**config.mk**
```make
export PLATFORM = sky130hd
export DESIGN_NAME = result_sel_reg_flat
export DESIGN_NICKNAME = d
export VERILOG_FILES = /design/src/rtl/result_sel_reg_if.sv /design/src/rtl/result_sel_reg.sv /design/src/flat_wrapper.sv
export SDC_FILE = /design/constraint.sdc
export NUM_CORES = 1
export LEC_CHECK = 0
export CAP_MARGIN = 20
export CORE_MARGIN = 4
export CORE_UTILIZATION = 43
export CTS_CLUSTER_DIAMETER = 150
export CTS_CLUSTER_SIZE = 30
export DETAILED_ROUTE_END_ITERATION = 16
export HOLD_SLACK_MARGIN = 0.05
export PLACE_DENSITY = 0.9
export RECOVER_POWER = 25
export SLEW_MARGIN = 20
export SYNTH_ARGS = -nofsm -noshare
export SYNTH_HDL_FRONTEND = slang
export SYNTH_SLANG_ARGS = --single-unit
export TNS_END_PERCENT = 10
```
**constraint.sdc**
```tcl
create_clock -name i_clk -period 3.7 [get_ports i_clk]
set_input_delay 0.74 -clock i_clk [delete_from_list [all_inputs] [get_ports i_clk]]
set_output_delay 0.74 -clock i_clk [all_outputs]
set_load 0.02 [all_outputs]
```
**src/rtl/result_sel_reg_if.sv**
```systemverilog
// Handshake bundle between the arithmetic sources, the result selector and the output stage.
// Latency: none, wires only.
// Backpressure: src_ready and dout_ready carry the per-side accept handshakes.
interface result_sel_reg_if #(
  parameter int WIDTH = 12,
  parameter int N_SRC = 3,
  parameter int SEL_W = 2
);
  logic                   start;
  logic [SEL_W-1:0]       sel;
  logic [N_SRC*WIDTH-1:0] src_data;
  logic [N_SRC-1:0]       src_valid;
  logic [N_SRC-1:0]       src_ready;
  logic [WIDTH-1:0]       dout;
  logic                   dout_valid;
  logic                   dout_ready;
  logic                   busy;
  logic                   sel_err;
  logic [7:0]             done_cnt;

  // Selector side.
  modport slave (
    input  start, sel, src_data, src_valid, dout_ready,
    output src_ready, dout, dout_valid, busy, sel_err, done_cnt
  );

  // Environment side: drives requests and sources, consumes the result.
  modport master (
    output start, sel, src_data, src_valid, dout_ready,
    input  src_ready, dout, dout_valid, busy, sel_err, done_cnt
  );
endinterface

```
**src/rtl/result_sel_reg.sv**
```systemverilog
// Registered N-source result selector: captures sel on start, waits for that source, holds result.
// Latency: dout_valid rises 1 cycle after the selected source handshake.
// Backpressure: result held until dout_ready; optional WAIT timeout with macro RSEL_TIMEOUT_EN.
module result_sel_reg #(
  parameter int WIDTH      = 12,
  parameter int N_SRC      = 3,
  parameter int SEL_W      = 2,
  parameter int TMO_CYCLES = 255
) (
  input  logic              i_clk,
  input  logic              i_rst,
  result_sel_reg_if.slave   bus
);

  typedef enum logic [1:0] {S_IDLE, S_WAIT, S_HOLD} state_t;

  state_t             r_state;
  state_t             w_state_nxt;
  logic [SEL_W-1:0]   r_sel_q;
  logic [SEL_W-1:0]   w_sel_nxt;
  logic [WIDTH-1:0]   r_dout;
  logic               r_dout_valid;
  logic               r_sel_err;
  logic               w_sel_err_nxt;
  logic [7:0]         r_done_cnt;
  logic               w_load;
  logic               w_clr_valid;
  logic               w_sel_legal;
  logic               w_xfer;
  logic               w_tmo;
  logic [N_SRC-1:0]   w_src_ready;
  logic [WIDTH-1:0]   w_sel_data;

  assign w_sel_legal = (32'(bus.sel) < N_SRC);
  assign w_xfer      = |(w_src_ready & bus.src_valid);

  // Decode the one-hot source accept and mux out the selected source's data.
  always_comb begin
    w_src_ready = '0;
    w_sel_data  = '0;
    for (int i = 0; i < N_SRC; i++) begin
      if (r_sel_q == SEL_W'(i)) begin
        w_src_ready[i] = (r_state == S_WAIT);
        w_sel_data     = bus.src_data[i*WIDTH +: WIDTH];
      end
    end
  end

`ifdef RSEL_TIMEOUT_EN
  logic [7:0] r_tmo_cnt;

  // The counter is zero on the first WAIT cycle, so the limit is hit on the TMO_CYCLES-th cycle.
  assign w_tmo = (r_state == S_WAIT) && (r_tmo_cnt == 8'(TMO_CYCLES - 1));

  // Count cycles spent in WAIT, restarting on every entry.
  always_ff @(posedge i_clk) begin
    if (i_rst) begin
      r_tmo_cnt <= 8'd0;
    end else if (w_state_nxt == S_WAIT && r_state != S_WAIT) begin
      r_tmo_cnt <= 8'd0;
    end else if (r_state == S_WAIT) begin
      r_tmo_cnt <= r_tmo_cnt + 8'd1;
    end
  end
`else
  assign w_tmo = 1'b0;
`endif

  // Next-state logic; a new start is only honoured in IDLE or when HOLD's result is accepted.
  always_comb begin
    w_state_nxt   = r_state;
    w_sel_nxt     = r_sel_q;
    w_sel_err_nxt = 1'b0;
    w_load        = 1'b0;
    w_clr_valid   = 1'b0;
    case (r_state)
      S_IDLE: begin
        if (bus.start) begin
          if (w_sel_legal) begin
            w_sel_nxt   = bus.sel;
            w_state_nxt = S_WAIT;
          end else begin
            w_sel_err_nxt = 1'b1;
          end
        end
      end
      S_WAIT: begin
        // A transfer on the limit cycle takes priority over the abort.
        if (w_xfer) begin
          w_load      = 1'b1;
          w_state_nxt = S_HOLD;
        end else if (w_tmo) begin
          w_sel_err_nxt = 1'b1;
          w_state_nxt   = S_IDLE;
        end
      end
      S_HOLD: begin
        if (bus.dout_ready) begin
          w_clr_valid = 1'b1;
          w_state_nxt = S_IDLE;
          if (bus.start) begin
            if (w_sel_legal) begin
              w_sel_nxt   = bus.sel;
              w_state_nxt = S_WAIT;
            end else begin
              w_sel_err_nxt = 1'b1;
            end
          end
        end
      end
      default: w_state_nxt = S_IDLE;
    endcase
  end

  // State, captured select, result register and completion counter.
  always_ff @(posedge i_clk) begin
    if (i_rst) begin
      r_state      <= S_IDLE;
      r_sel_q      <= '0;
      r_sel_err    <= 1'b0;
      r_dout       <= '0;
      r_dout_valid <= 1'b0;
      r_done_cnt   <= 8'd0;
    end else begin
      r_state   <= w_state_nxt;
      r_sel_q   <= w_sel_nxt;
      r_sel_err <= w_sel_err_nxt;
      if (w_load) begin
        r_dout       <= w_sel_data;
        r_dout_valid <= 1'b1;
        r_done_cnt   <= r_done_cnt + 8'd1;
      end else if (w_clr_valid) begin
        r_dout_valid <= 1'b0;
      end
    end
  end

  assign bus.src_ready  = w_src_ready;
  assign bus.dout       = r_dout;
  assign bus.dout_valid = r_dout_valid;
  assign bus.busy       = (r_state != S_IDLE);
  assign bus.sel_err    = r_sel_err;
  assign bus.done_cnt   = r_done_cnt;

endmodule

```
**src/flat_wrapper.sv**
```systemverilog
// flat-port wrapper written by rule: the top's interface ports become plain ports
module result_sel_reg_flat 
#(
  parameter int WIDTH      = 12,
  parameter int N_SRC      = 3,
  parameter int SEL_W      = 2,
  parameter int TMO_CYCLES = 255
)
  (i_clk, i_rst, bus_start, bus_sel, bus_src_data, bus_src_valid, bus_dout_ready, bus_src_ready, bus_dout, bus_dout_valid, bus_busy, bus_sel_err, bus_done_cnt);
  result_sel_reg_if #(.WIDTH(WIDTH), .N_SRC(N_SRC), .SEL_W(SEL_W)) bus_i ();
  input  logic i_clk;
  input  logic i_rst;
  input wire logic [$bits(bus_i.start)-1:0] bus_start;
  input wire logic [$bits(bus_i.sel)-1:0] bus_sel;
  input wire logic [$bits(bus_i.src_data)-1:0] bus_src_data;
  input wire logic [$bits(bus_i.src_valid)-1:0] bus_src_valid;
  input wire logic [$bits(bus_i.dout_ready)-1:0] bus_dout_ready;
  output wire logic [$bits(bus_i.src_ready)-1:0] bus_src_ready;
  output wire logic [$bits(bus_i.dout)-1:0] bus_dout;
  output wire logic [$bits(bus_i.dout_valid)-1:0] bus_dout_valid;
  output wire logic [$bits(bus_i.busy)-1:0] bus_busy;
  output wire logic [$bits(bus_i.sel_err)-1:0] bus_sel_err;
  output wire logic [$bits(bus_i.done_cnt)-1:0] bus_done_cnt;
  assign bus_i.start = bus_start;
  assign bus_i.sel = bus_sel;
  assign bus_i.src_data = bus_src_data;
  assign bus_i.src_valid = bus_src_valid;
  assign bus_i.dout_ready = bus_dout_ready;
  assign bus_src_ready = bus_i.src_ready;
  assign bus_dout = bus_i.dout;
  assign bus_dout_valid = bus_i.dout_valid;
  assign bus_busy = bus_i.busy;
  assign bus_sel_err = bus_i.sel_err;
  assign bus_done_cnt = bus_i.done_cnt;
  result_sel_reg #(.WIDTH(WIDTH), .N_SRC(N_SRC), .SEL_W(SEL_W), .TMO_CYCLES(TMO_CYCLES)) u_core (.i_clk(i_clk), .i_rst(i_rst), .bus(bus_i));
endmodule
```
Word level (Yosys, flattened, before mapping)
Cells that the tools add are included.
{ "word_totals": {"register_bits": 26, "output_inout_bits": 26} }
{ "op_classes": {"n_addsub": 1, "magnitude_cmp": 1, "eq_ne": 8, "mux": 27, "n_bitwise": 1, "reduce_logical": 8} }
{ "ops": {"columns": ["operator", "n"], "rows": [
  ["two-way mux 12 bit", 3],
  ["two-way mux 2 bit", 8],
  ["two-way mux 1 bit", 13],
  ["adder 8 x 1 -> 8 bit (second input constant)", 1],
  ["case mux 2 bit (3 select lines)", 1],
  ["nonzero test 2 bit", 3],
  ["equality test 2 x 1 -> 1 bit (second input constant)", 2],
  ["equality test 2 bit (second input constant)", 2],
  ["zero test 2 bit", 2],
  ["inequality test 2 x 1 -> 1 bit (second input constant)", 2],
  ["inequality test 2 bit (second input constant)", 2],
  ["case mux 2 bit (2 select lines)", 1],
  ["AND reduction 4 bit", 1],
  ["AND 3 bit", 1],
  ["OR reduction 3 bit", 1],
  ["less-than comparator 2 bit (second input constant)", 1],
  ["case mux 1 bit (2 select lines)", 1],
  ["AND reduction 2 bit", 1]
]} }

Depth between registers and ports, before layout
Gate-level depths: netlist of run 1.
{ "depth": {"depth_word": 7, "ltp_mapped": 6} }

Worst setup path before layout of run 1
Ideal clock, no wire load.
{ "synth_path": {"kind": "reg-to-output", "from": "register u_core.r_state[0]", "to": "output bus_src_ready[2]", "arrival_ns": 1.377, "required_ns": 2.960, "path_slack_ns": 1.583, "path_stages_with_launch": 5, "path_buffers": 2, "cell_sequence": "dfxtp_1 -> nor2b_1 -> clkbuf_1 -> clkbuf_1 -> and2_1"} }
{ "synth_between": {"elab_chain_len": 2} }
{ "synth_rtl": {"columns": ["item", "line_no", "rtl"], "rows": [
  ["from (decl)", "result_sel_reg.sv:17", "state_t r_state;"],
  ["from (signal assigned)", "result_sel_reg.sv:125", "r_state <= w_state_nxt;"],
  ["equality test 2 x 1 -> 1 bit", "result_sel_reg.sv:43", "w_src_ready[i] = (r_state == S_WAIT);"],
  ["two-way mux 1 bit", "result_sel_reg.sv:42", "if (r_sel_q == SEL_W'(i)) begin"],
  ["to (decl)", "flat_wrapper.sv:18", "output wire logic [$bits(bus_i.src_ready)-1:0] bus_src_ready;"]
]} }
No other way between the ends.

Worst setup path in the final report of run 1
{ "layout_path": {"from": "register u_core.r_sel_q[1]", "to": "output bus_src_ready[2]"} }
{ "layout_between": {"elab_chain_len": 2} }
{ "layout_rtl": {"columns": ["item", "line_no", "rtl"], "rows": [
  ["from (decl)", "result_sel_reg.sv:19", "logic [SEL_W-1:0] r_sel_q;"],
  ["from (signal assigned)", "result_sel_reg.sv:126", "r_sel_q <= w_sel_nxt;"],
  ["equality test 2 bit", "result_sel_reg.sv:42", null],
  ["two-way mux 1 bit", "result_sel_reg.sv:42", null]
]} }
No other way between the ends.

==> results of run 1 <==
==> sequential cells by signal (all words and copies together), names as in the netlist <==
name / count
u_core.bus.dout: 12
u_core.r_state: 2
u_core.bus.sel_err: 1
u_core.r_sel_q: 2
u_core.bus.dout_valid: 1
u_core.bus.done_cnt: 8
==> worst paths after layout <==
path                                  to  slack [ns]  cells past startpoint
setup reg to reg  u_core.bus.done_cnt[2]        1.56                      5
setup / recovery        bus_src_ready[2]        0.79                      3
hold / removal     u_core.bus.dout_valid        0.48                      2
hold reg to reg    u_core.bus.dout_valid        0.48                      2
==> through the flow <==
stage | power, W | utilization [%]
3_5_place_dp | 0.000521 | 68.2
2_1_floorplan | 0.000428 | -
5_1_grt | 0.000746 | 69.9
3_3_place_gp | 0.000517 | 68.2
4_1_cts | 0.000716 | 69.9
6_report | 0.000710 | 69.9
==> area by class of cell <==
| cell class | instances | area (sq um) | share of cell area (%) |
|---|---|---|---|
| multi-input cells | 123 | 792 | 36.8 |
| inverters | 2 | 7.51 | 0.349 |
| clock buffers | 3 | 22.5 | 1.05 |
| repair buffers | 73 | 723 | 33.6 |
| well taps | 44 | 55.1 | 2.56 |
| clock inverters | 1 | 30.0 | 1.40 |
| flip-flops and latches | 26 | 520 | 24.2 |
==> Yosys cell counts (2+ instances only) <==
cell type,instances
inv_1,2
nand3_1,4
nor2_1,17
a311oi_1,12
or4_1,4
and3_1,2
nor2b_1,5
nand2b_1,2
nand4_1,2
buf_2,3
o31ai_1,5
clkbuf_1,9
buf_6,2
o21ai_0,2
a21oi_1,33
nand2_1,5
mux2i_1,15
mux2_2,2
dfxtp_1,26
and2_1,2
==> cells by family (layout without fill, tap and decap cells) <==
family	count (synthesis)	in the layout
compound gates	54	54
buf+inv	17	79
flops	26	26
mux	17	17
simple gates	51	51
fa+ha+maj	1	1
==> worst max-delay path: cells and delay by family (launching register included) <==
family                 cells  cell delay (ns)
DFF                        1             0.34
buffers and inverters      1             0.60
and+or+nand+nor            2             0.91
==> power by group <==
group | total, W | switching, W | leakage, nW | internal, W
registers | 0.000307 | 0.0000112 | 0.212 | 0.000296
logic | 0.000205 | 0.000101 | 0.525 | 0.000104
clock network | 0.000198 | 0.0000885 | 0.0279 | 0.000110
==> layer usage <==
layer / vias up / global-route usage, % / part of all wire (%)
met2: 62 / 29.2 / 47
li1: 746 / - / -
met5: - / 0 / 0
met1: 679 / 19.1 / 40
met4: 0 / 3.96 / 1.4
met3: 7 / 8.49 / 11
==> metrics.yaml, run 1 <==
status:
  outcome: "complete, no violations"
sta:
  fin_crit_sh_pct: 78.6
  min_period_ns: 2.91
  holdWs_ns: 0.483
  slew_viol_final: 0
  finalSetupViolCount: 0
  finalHoldViolCount: 0
  fmax_ghz: 0.344
  timing.final.ws_setup_ns: 0.791
  setup_tns_ns: 0
  fin_worst_skew_ns: 0.0161
  rsz0062_at_grt: "no"
  worst_slew_pin_slew_ns: 1.01
  slew_headroom_pct: 32.4
yosys:
  synth_area_sq_um: 1390
  syn_area_per_cell_sq_um: 8.39
  synthXorXnorAreaFrac_pct: 0
  yosysWarnings: 0
  ys.flop_type: "dfxtp_1"
  synth_top_family_by_area: "compound AO/OA/AOI/OAI gates"
  synth.distinct_cells: 32
  async_flop_share_pct: 0
  ys_ff_latch: 26
  synth_top_area_cell: "dfxtp_1"
  synth-adder-area-share_pct: 0.898
  synthMuxAreaShare_pct: 12.4
  synth_edf_count: 0
  yosys.area.top_type_share_pct: 37.4
  syn-num-nets: 212
  synth_area_leaders: "dfxtp_1 37%, a21oi_1 12%, mux2i_1 11%, a311oi_1 7.5%, nor2_1 4.6%"
  synth_cells: 166
  synth_compound_area_share_pct: 24.0
  synth-simple-area-share_pct: 19.4
  synth_seq_area_share_pct: 37.4
final_layout:
  fin_nets: 275
  layout-drive-gt1-share_pct: 5.70
  syn_to_final_growth_pct: 54.4
  finalInstanceArea_sq_um: 2150
  antenna_cells: 0
  final_common_cell: "clkdlybuf4s50_1"
  final_cell_mix: "62 x clkdlybuf4s50_1, 33 x a21oi_1, 26 x dfxtp_1"
  final.fill_count: 254
  finalNonFillerCells: 272
cts:
  htree_levels: 1
  cts_tree: "built"
  cts_setup_buffers: 0
  clock_sinks: 26
  cts_max_path_buffers: 2
  clk_latency_ns: 0.33
  root_buffer: "clkbuf_4"
  numCtsBuffers: 3
  cts.clk_slew.worst_paths_ns: 0.16
  cts_resized: 0
  holdBufCountCts: 0
grt:
  antenna_found_initial: 0
  overflow: 0
  grt_pass1_vias: 1315
  track_usage_pct: 17.2
  grt_max_degree: 30
  grt_pass1_wl_mm: 5.73
worst_setup_path:
  cp_slowest_cell: "nor2b_1"
  crit_arrival_ns: 2.17
  critical_path.max_stage_delay_ns: 0.68
  path_cells: "nor2b_1 > and2_1 > clkdlybuf4s50_1"
  cp-start-kind: "register"
  critPathRequiredTime_ns: 2.96
  startpoint: "u_core.r_sel_q[1]"
  end_kind: "output port"
  r2r_start: "u_core.r_sel_q[0]"
  path_max_fanout: 13
  critPathKind: "reg2out"
routing:
  drc: 0
  dr_total_vias: 1494
  vias_per_cell: 5.49
  drt_pass1_iterations: 4
  route.antenna.remaining_nets: 0
  wl_per_cell_um: 13.4
  drt-total-wl_mm: 3.66
  drt_first_iter_violations: 70
placement:
  portBuffers: 70
  dp_slack_ns: 1.02
  place_congestion: 0.792
  placed_cell_area_sq_um: 2100
  hpwlAfterDp_mm: 2.71
  placed_cells: 268
floorplanning:
  coreArea_sq_um: 3080
  die_h_um: 64.9
  rows: 20
  die_x_um: 64.9
  design.die.area_sq_um: 4210
  io_pins: 71
  initial_core_util_pct: 45.2
min_path:
  min-delay-start: "u_core.bus.dout_valid"
  worstHoldPathType: "reg2reg"
job:
  cap_violations: 0
pwr:
  p_per_area_nw_per_um2: 330
  ir_worst_vdd_v: 0.000291
  p_leak_nw: 0.764
(Power assumes the default switching activity.)
==> run 2: changes to the inputs <==
Settings changed: CORE_UTILIZATION 43 to 36, PLACE_DENSITY 0.9 to 0.8.
Clock period 3.7 ns to 2.45 ns, I/O delays scaled along.
==> run 2 against run 1 <==
Effect of this change: non-clock buffer count rose by 3; sequential share of layout area shrank 0.51 points; hold slack better by 0.0058 ns; largest power group unchanged; first-iteration DRC count increased by 4.3%.
==> metrics.yaml, run 2 (synthesis results as in run 1) <==
routing:
  drt-total-wl_mm: 3.72  # +1.8%
  dr_total_vias: 1448  # -3.1%
  drt_pass1_iterations: 4  # unchanged
  highest_layer: "met4"
  wl_met3_um: 354  # -12%
  drc: 0  # unchanged
  drt_first_iter_violations: 73  # +4.3%
  wl_met1_mm: 1.59  # +7.8%
  vias_per_cell: 5.19  # -5.5%
  wl_met2_mm: 1.74  # +0.69%
  route.antenna.remaining_nets: 0  # unchanged
  wl_per_cell_um: 13.3  # -0.78%
final_layout:
  largest_reg_flops: 12  # unchanged
  syn_to_final_growth_pct: 57.8
  fin_nets: 278  # +1.1%
  final_common_cell: "clkdlybuf4s50_1"
  layout-drive-gt1-share_pct: 7.36  # +1.7 points
  antenna_cells: 0  # unchanged
  finalNonFillerCells: 279  # +2.6%
  final_cell_mix: "66 x clkdlybuf4s50_1, 33 x a21oi_1, 26 x dfxtp_1"
grt:
  overflow: 0  # unchanged
  grt_pass1_wl_mm: 6.25  # +9.0%
  track_usage_pct: 15.3  # -1.9 points
  grt_max_degree: 29  # -3.3%
  antenna_found_initial: 0  # unchanged
  grt_pass1_vias: 1390  # +5.7%
placement:
  hpwlAfterDp_mm: 2.87  # +5.8%
  placed_cells: 275  # +2.6%
  place_congestion: 0.749  # -5.4%
  portBuffers: 70  # unchanged
  dp_slack_ns: 0.395  # -0.627 ns
sta:
  min_period_ns: 2.25
  fin_worst_skew_ns: 0.00347  # -0.0126 ns
  slew_viol_final: 0  # unchanged
  holdWs_ns: 0.489  # +0.00577 ns
  setup_tns_ns: 0  # unchanged
  rsz0062_at_grt: "no"
  slew_headroom_pct: 65.1  # +33 points
  fin_crit_sh_pct: 91.7
  timing.final.ws_setup_ns: 0.203  # -0.589 ns
  finalSetupViolCount: 0  # unchanged
  fmax_ghz: 0.445
  worst_slew_pin_slew_ns: 0.523  # -0.491 ns
  finalHoldViolCount: 0  # unchanged
worst_setup_path:
  cp-start-kind: "register"
  path_buf_inv: 1  # unchanged
  cp_slowest_cell: "clkdlybuf4s50_1"
  critPathRequiredTime_ns: 1.96  # -1.00 ns
  crit_arrival_ns: 1.76  # -0.41 ns
  critPathKind: "reg2out"
  critical_path.max_stage_delay_ns: 0.63  # -0.05 ns
  r2r_setup_slack_ns: 0.57  # -0.99 ns
  path_cells: "nand2_2 > nor3b_1 > clkdlybuf4s50_1"
  end_kind: "output port"
  crit_family: "buffers and inverters"
  path_max_fanout: 13  # unchanged
floorplanning:
  initial_core_util_pct: 37.8  # -7.5 points
  die_x_um: 70.2  # +8.1%
  io_pins: 71  # unchanged
  design.die.area_sq_um: 4930  # +17%
  rows: 22  # +10%
  coreArea_sq_um: 3690  # +20%
  die_h_um: 70.2  # +8.1%
cts:
  clock_sinks: 26  # unchanged
  clk_latency_ns: 0.27  # -0.06 ns
  cts_tree: "built"
  cts_setup_buffers: 0  # unchanged
  htree_levels: 1  # unchanged
  cts_max_path_buffers: 2  # unchanged
  numCtsBuffers: 3  # unchanged
  cts.clk_slew.worst_paths_ns: 0.09  # -0.07 ns
  root_buffer: "clkbuf_8"
pwr:
  p_per_area_nw_per_um2: 518  # +57%
  p_total_w: 0.00114  # +60%
  ir_worst_vdd_v: 0.000240  # -18%
  p_leak_nw: 0.775  # +1.3%
job:
  cap_violations: 0  # unchanged
min_path:
  worstHoldPathType: "reg2reg"
status:
  outcome: "complete, no violations"
run 2: where the power goes:
group / total, W / switching [W] / leakage, nW / internal, W
combinational: 0.000312 / 0.000149 / 0.527 / 0.000163
sequential: 0.000468 / 0.0000217 / 0.212 / 0.000447
clock: 0.000358 / 0.000139 / 0.0357 / 0.000219
run 2: per-stage QoR:
step                utilization (%)  cell area, sq um
global route                   59.6              2200
floorplan                         -              1390
CTS                            59.6              2200
detailed placement             57.6              2130
finish                         59.6              2200
global placement               57.6              2130
run 2: layer usage:
layer | vias to the layer above | GRT usage [%]
met1 | 642 | 18.5
met2 | 58 | 25.5
met3 | 5 | 5.18
met4 | 0 | 4.47
met5 | - | 0
li1 | 743 | -
run 2: cell type report:
type	count	area, sq um
inverters	2	7.51
well taps	48	60.1
repair buffers	76	743
flip-flops and latches	26	520
multi-input cells	123	795
clock buffers	3	41.3
clock inverters	1	30.0
fillers	367	1490
run 2: worst reg2reg max path, cell delays in order, from the launching register on:
cell      delay, ns
dfxtp_1        0.52
mux2i_1        0.30
o21ai_2        0.07
clkbuf_2       0.34
nand3_1        0.21
mux2_2         0.34
run 2: worst paths after layout:
path                               from                endpoint  cells after the start
setup / recovery      u_core.r_state[0]        bus_src_ready[1]                      3
hold / removal    u_core.bus.dout_valid   u_core.bus.dout_valid                      2
setup reg to reg      u_core.r_sel_q[0]  u_core.bus.done_cnt[3]                      5
hold reg to reg   u_core.bus.dout_valid   u_core.bus.dout_valid                      2
run 2: what timing repair did:
action | CTS | global route
setup endpoints to repair | 0 | 2
resized for setup | 0 | 1
hold buffers | 0 | 0
